## src/rtl/gb_mem_pkg.sv

```systemverilog
// Shared memory-map constants and the OAM DMA state encoding.
package gb_mem_pkg;

   localparam logic [15:0] DMA_REG_ADDR = 16'hFF46;
   localparam logic [15:0] HRAM_LO      = 16'hFF80;
   localparam logic [15:0] HRAM_HI      = 16'hFFFE;
   localparam logic [15:0] OAM_BASE     = 16'hFE00;

   typedef enum logic [2:0] {
      ST_IDLE,
      ST_START,
      ST_READ,
      ST_WRITE,
      ST_WAIT
   } dma_state_e;

endpackage

```

## src/rtl/oam_dma_controller.sv

```systemverilog
// OAM DMA: copies DMA_LEN bytes from {FF46 value, 00} into OAM, one byte per BYTE_PERIOD cycles.
// Optional OAM_DMA_RESTART_EN: an FF46 write during a transfer restarts it from the new source.
module oam_dma_controller
   import gb_mem_pkg::*;
#(
   parameter int BYTE_PERIOD = 4,
   parameter int DMA_LEN     = 160
) (
   input  logic        clock,
   input  logic        reset_n,
   input  logic [15:0] cpu_addr,
   input  logic [7:0]  cpu_data_in,
   input  logic        cpu_wren,
   input  logic [7:0]  mem_data_in,
   output logic [15:0] dma_addr,
   output logic        dma_rd_en,
   output logic [7:0]  oam_addr,
   output logic [7:0]  oam_data,
   output logic        oam_wren,
   output logic        dma_active,
   output logic        cpu_block,
   output logic [7:0]  reg_data_out
);

   localparam logic [3:0] START_LAST = 4'(BYTE_PERIOD - 1);
   localparam logic [3:0] WAIT_LAST  = 4'(BYTE_PERIOD - 3);
   localparam logic [7:0] LAST_BYTE  = 8'(DMA_LEN - 1);
   localparam bit         HAS_WAIT   = (BYTE_PERIOD > 2);

   dma_state_e state, state_next;
   logic [7:0] src_hi;
   logic [7:0] count;
   logic [3:0] timer;
   logic [7:0] eff_hi;
   logic       reg_write, accept, byte_end, done, in_hram;

   assign reg_write = cpu_wren && (cpu_addr == DMA_REG_ADDR);
   // E0..FF sources alias work RAM through the echo region
   assign eff_hi    = (src_hi >= 8'hE0) ? (src_hi - 8'h20) : src_hi;
   assign byte_end  = HAS_WAIT ? ((state == ST_WAIT) && (timer == WAIT_LAST))
                               : (state == ST_WRITE);
   assign done      = byte_end && (count == LAST_BYTE);

`ifdef OAM_DMA_RESTART_EN
   // the cycle a transfer finishes still rejects the write; idle accepts it next cycle
   assign accept = reg_write && !done;
`else
   assign accept = reg_write && (state == ST_IDLE);
`endif

   always_ff @(posedge clock or negedge reset_n) begin
      if (!reset_n) state <= ST_IDLE;
      else          state <= state_next;
   end

   always_comb begin
      state_next = state;
      case (state)
         ST_START: if (timer == START_LAST) state_next = ST_READ;
         ST_READ:  state_next = ST_WRITE;
         ST_WRITE: begin
            if (HAS_WAIT) state_next = ST_WAIT;
            else          state_next = done ? ST_IDLE : ST_READ;
         end
         ST_WAIT:  if (byte_end) state_next = done ? ST_IDLE : ST_READ;
         default:  state_next = state;
      endcase
      if (accept) state_next = ST_START;
   end

   always_ff @(posedge clock or negedge reset_n) begin
      if (!reset_n) begin
         src_hi <= 8'h00;
         count  <= 8'h00;
         timer  <= 4'h0;
      end else begin
         if (accept) begin
            src_hi <= cpu_data_in;
            count  <= 8'h00;
         end else if (byte_end && !done) begin
            count  <= count + 8'd1;
         end
         // timer measures time spent in the current state
         if (accept || (state_next != state) || (state == ST_IDLE)) timer <= 4'h0;
         else                                                      timer <= timer + 4'd1;
      end
   end

   always_comb begin
      dma_rd_en = 1'b0;
      dma_addr  = 16'h0000;
      oam_wren  = 1'b0;
      oam_addr  = 8'h00;
      oam_data  = 8'h00;
      case (state)
         ST_READ: begin
            dma_rd_en = 1'b1;
            dma_addr  = {eff_hi, count};
         end
         ST_WRITE: begin
            oam_wren = 1'b1;
            oam_addr = count;
            oam_data = mem_data_in;
         end
         default: ;
      endcase
   end

   assign dma_active   = (state != ST_IDLE);
   assign in_hram      = (cpu_addr >= HRAM_LO) && (cpu_addr <= HRAM_HI);
   assign reg_data_out = src_hi;

`ifdef OAM_DMA_RESTART_EN
   assign cpu_block = dma_active && !in_hram && (cpu_addr != DMA_REG_ADDR);
`else
   assign cpu_block = dma_active && !in_hram;
`endif

endmodule

```

## config.mk

```make
export PLATFORM = sky130hd
export DESIGN_NAME = oam_dma_controller
export DESIGN_NICKNAME = d
export VERILOG_FILES = /design/src/rtl/gb_mem_pkg.sv /design/src/rtl/oam_dma_controller.sv
export SDC_FILE = /design/constraint.sdc
export NUM_CORES = 1
export LEC_CHECK = 0
export ABC_CLOCK_PERIOD_IN_PS = 1800
export BUFFER_PORTS_ARGS = -buffer_cell sky130_fd_sc_hd__buf_2
export CAP_MARGIN = 0
export CELL_PAD_IN_SITES_DETAIL_PLACEMENT = 0
export CELL_PAD_IN_SITES_GLOBAL_PLACEMENT = 2
export CORE_ASPECT_RATIO = 1.1
export CORE_MARGIN = 2
export CORE_UTILIZATION = 22
export DETAILED_ROUTE_END_ITERATION = 12
export HOLD_SLACK_MARGIN = 0.03
export MAX_ROUTING_LAYER = met4
export PLACE_DENSITY_LB_ADDON = 0.1
export SETUP_SLACK_MARGIN = 0.5
export SKIP_LAST_GASP = 1
export SLEW_MARGIN = 20
export SYNTH_ARGS = -nofsm -noshare
export SYNTH_HDL_FRONTEND = slang
export SYNTH_SLANG_ARGS = --single-unit
```

## constraint.sdc

```tcl
create_clock -name clock -period 1.8 [get_ports clock]
set_clock_uncertainty 0.05 [all_clocks]
set_input_delay 0.09 -clock clock [delete_from_list [all_inputs] [get_ports clock]]
set_output_delay 0.09 -clock clock [all_outputs]
set_load 0.01 [all_outputs]
```

# [Word-level counts from Yosys, hierarchy flattened]
# Index checks and enable logic that the tools add are counted.
[totals] regBits=23 input_bits=35
[op_classes] n_addsub=3 n_reduce_logical=14 muxes=14 order_cmp=3 n_eq_ne=9
[ops] cell="2-to-1 mux 8 bit" count=5
[ops] cell="== test 16 bit, second input constant" count=1
[ops] cell="greater-or-equal comparator 16 bit, second input constant" count=1
[ops] cell="<= comparator 16 bit, second input constant" count=1
[ops] cell="2-to-1 mux 16 bit" count=1
[ops] cell="one-hot mux 3 bit (4 select lines)" count=1
[ops] cell="2-to-1 mux 3 bit" count=3
[ops] cell="adder 8 x 1 -> 8 bit, second input constant" count=1
[ops] cell="== test 8 bit, second input constant" count=1
[ops] cell="greater-or-equal comparator 8 bit, second input constant" count=1
[ops] cell="subtractor 8 x 6 -> 8 bit, second input constant" count=1
[ops] cell="logical AND 1 bit" count=7
[ops] cell="== test 3 x 2 -> 1 bit, second input constant" count=2
[ops] cell="adder 4 x 1 -> 4 bit, second input constant" count=1
[ops] cell="== test 4 x 1 -> 1 bit, second input constant" count=1
[ops] cell="== test 4 x 2 -> 1 bit, second input constant" count=1
[ops] cell="2-to-1 mux 4 bit" count=1
[ops] cell="== test 3 x 1 -> 1 bit, second input constant" count=1
[ops] cell="== test 3 bit, second input constant" count=1
[ops] cell="logical NOT 3 bit" count=1
[ops] cell="inequality test 3 bit" count=1
[ops] cell="nonzero test 3 bit" count=1
[ops] cell="logical NOT 1 bit" count=2
[ops] cell="logical OR 1 bit" count=2
[ops] cell="other kinds (3)" count=4

# [Longest topological paths before layout]
[logic_depth] ltp_word=11 mapped_depth=6

# [Least setup slack after synthesis]
# Ideal clock, no wire load.
[synth_timing] path_kind="register to register" from="reg state[1]" to="reg src_hi[7], in the netlist reg_data_out[7]" setup_time_ns=0.125 path_stages_with_launch=7 path_buffers=2 period_less_slack_ns=1.884 required_ns=1.625 arrival_ns=1.710 path_slack_ns=-0.084 path_cell_list="dfrtp_1 or3_1 nor2_1 and4_1 buf_4 buf_6 mux2_2"
[synth_between] elab_chain_cells=2
[synth_lines] item="from (decl)" line="oam_dma_controller.sv:30" text="dma_state_e state, state_next;"
[synth_lines] item="from (signal assigned)" line="oam_dma_controller.sv:53" text="else state <= state_next;"
[synth_lines] item="logical NOT 3 bit" line="oam_dma_controller.sv:48" text="assign accept = reg_write && (state == ST_IDLE);"
[synth_lines] item="logical AND 1 bit" line="oam_dma_controller.sv:48"
[synth_lines] item="to (signal assigned)" line="oam_dma_controller.sv:78" text="src_hi <= cpu_data_in;"
[synth_lines] item="to (decl)" line="oam_dma_controller.sv:31" text="logic [7:0] src_hi;"
# Every way passes these cells.
# A chain may end at the register's enable or synchronous reset.

# [Final worst setup path]
[layout_timing] from="reg state[1]" to="out dma_addr[7]"
[layout_between] elab_chain_cells=2
[layout_lines] item="== test 3 x 2 -> 1 bit" line="oam_dma_controller.sv:95" text="case (state)"
[layout_lines] item="2-to-1 mux 16 bit" line="oam_dma_controller.sv:95"
[layout_lines] item="to (decl)" line="oam_dma_controller.sv:15" text="output logic [15:0] dma_addr,"
# Every way passes these cells.

==> impl_metrics.csv <==
group,metric,value,unit
die,die-height,88.9,um
yosys,synth_area,1440,um^2
global_routing,grt_pass1_wl,7570,um
global_routing,overflow,0,
worst_setup_path,path_max_fanout,8,
routing,ant_nets,0,
yosys,synth.distinct_cells,36,
routing,route.detailed.drc,0,
yosys,avgSynthCellArea,9.43,um^2
die,start_util,0.230,
sta,tightest_slew,555,ps
global_routing,grt_usage,0.141,
cts,clkSlewWorstSetupHoldPaths,90,ps
status,status,"finished clean",
layout,final_common_cell,"buf_2",
routing,drtIter0Drc,68,
die,coreArea,6270,um^2
hold_path,min_path_type,"in -> async",
yosys,ys_warn_count,0,
routing,vias,1620,
layout,area_growth,90.5,%
die,dieArea,7220,um^2
placement,dp_hpwl,3260,um
placement,place_congestion,0.764,
sta,min_period_over_period,0.990,
yosys,synth_cells,153,
routing,drt_pass1_iterations,4,
worst_setup_path,end_kind,"primary output",
global_routing,antenna_found_initial,0,
yosys,synthArstFlopShare,1.00,
worst_setup_path,arrival,1640,ps
global_routing,grt_pass1_vias,1575,
power,peakVddDrop,202,uV
sta,maxSlewViolCount,0,
cts,cts_tree,"yes",
layout,fin_nets,314,
cts,clk_path_buf_depth,2,
sta,relSlewSlack,0.630,
power,power.density,335,nW/um^2
flow_run,maxCapViolCount,0,
sta,setup_viol,0,
routing,routed_wl,5060,um
routing,viasPerCell,4.58,
cts,clk_latency,260,ps
cts,cts-htree-levels,1,
layout,instances_no_fill,354,
yosys,syn-num-nets,192,
cts,cts.sinks,23,
layout,n_antenna_cell,0,
placement,io_buffer_count,78,
sta,max_freq,0.561,GHz
die,die_x,81.2,um
sta,period_needed,1780,ps
placement,placed_cells,322,
cts,root_buffer,"clkbuf_8",
cts,numCtsBuffers,3,
sta,rsz0062_at_grt,"true",
layout,drive_gt1_frac,0.613,
power,finalPower,919,uW
sta,hold_violations,0,
power,leakage,0.00134,uW
worst_setup_path,required,1660,ps
yosys,ys_seq_area_frac,0.399,
worst_setup_path,worstSetupPathType,"reg -> out",
yosys,ys_seq_elements,23,
worst_setup_path,start_kind,"register",
yosys,synth_ff_type,"dfrtp_1",
routing,wl_per_cell,14.3,um
layout,layout_common_cells,"buf_2 (67), buf_6 (24), dfrtp_1 (22)",
die,io_pins,79,
yosys,synth_edf_count,0,
die,placementRows,30,
global_routing,grt_max_degree,24,
[layer usage]
metal  up-vias  track usage  routed length, um
met3         2       0.0131                245
met4         0       0.0324                 27
met1       772        0.170               2150
li1        797            -                  -
met5         -            -                  0
met2        49        0.256               2630
[synthesized netlist by cell type, types with 2 or more instances]
cell	instances	share of area
nand3_1	9	0.031
nor4_1	4	0.017
mux2_2	8	0.062
or3_1	2	0.0087
o21ai_0	3	0.010
nor3_1	3	0.010
nor4_2	2	0.017
xnor2_1	3	0.018
clkbuf_1	2	0.0052
nor3b_1	4	0.021
buf_6	2	0.016
buf_2	2	0.0069
nand2_1	5	0.013
dfrtp_1	23	0.40
inv_1	6	0.016
ha_1	4	0.035
a21oi_1	7	0.024
and2_1	29	0.13
o31ai_1	2	0.010
and3_1	3	0.013
nand4_1	5	0.022
nor2_1	8	0.021
nor2_2	2	0.0087
or4_1	3	0.016
[logic make-up after synthesis]
family                     count (synthesis)  share of synthesized area
buffers and inverters                     13                     0.0486
adders and majority gates                  4                     0.0347
and+or+nand+nor                           83                      0.349
AOI/OAI and AO/OA                         18                     0.0824
DFF                                       23                      0.399
xor gates and xnor gates                   4                     0.0243
muxes                                      8                     0.0624
[registers in the layout (all words and copies together), names as in the netlist]
| signal | count |
|---|---|
| timer | 4 |
| count | 8 |
| state | 3 |
| reg_data_out | 8 |
[stage by stage]
| stage | setup slack, ps | util | hold WS, ps | cell area [um^2] | TNS (ps) |
|---|---|---|---|---|---|
| after detailed placement | -19.2 | 0.339 | 61.3 | 2120 | -19.2 |
| after CTS | 21.1 | 0.414 | 311 | 2590 | 0 |
| after floorplan | -19.0 | - | -256 | 1560 | -19.0 |
| final | 17.2 | 0.438 | 299 | 2750 | 0 |
| after global placement | 19.5 | 0.339 | 61.6 | 2120 | 0 |
| after global routing | -51.0 | 0.438 | 363 | 2750 | -665 |
[path summary, 6_finish.rpt]
path                                startpoint         endpoint  slack [ps]  cells past startpoint
worst min-delay path                   reset_n  reg_data_out[2]         300                      2
worst min register to register        timer[0]         timer[0]         450                      1
min in group clock              mem_data_in[0]      oam_data[0]         410                      3
worst max register to register        state[1]  reg_data_out[4]          40                      5
max in group asynchronous              reset_n         timer[2]        1000                      2
worst max-delay path                  state[1]      dma_addr[7]          20                      6
[critical path, cell delays in order, from the launching register on]
cell        delay, ps
dfrtp_1           390
buf_6             130
clkinvlp_4        140
nor3_4            270
buf_6             200
and2_1            120
buf_2             120
[power breakdown]
group | switching [uW] | leakage, uW | internal (uW)
logic | 26.3 | 0.00103 | 41.5
clock network | 178 | 0.0000217 | 157
registers | 0.252 | 0.000283 | 516
total | 205 | 0.00134 | 714
[area by class of cell]
type	instances	area (um^2)
clock buffer	3	41.3
clock inverter	1	7.51
fill	613	3520
inverter	6	26.3
multi-input combinational	118	1080
sequential	23	577
tap	80	100
timing repair buffer	123	916
[timing repair]
action | CTS | global route
resized for setup | 48 | 25
pin swaps | 15 | 8
gates cloned | 5 | 0
setup buffers | 10 | 4
hold buffers | 9 | 0
hold endpoints to repair | 31 | 0
endpoints found under the setup margin | 57 | 59
Note: power is estimated with default switching activity, not from simulation.
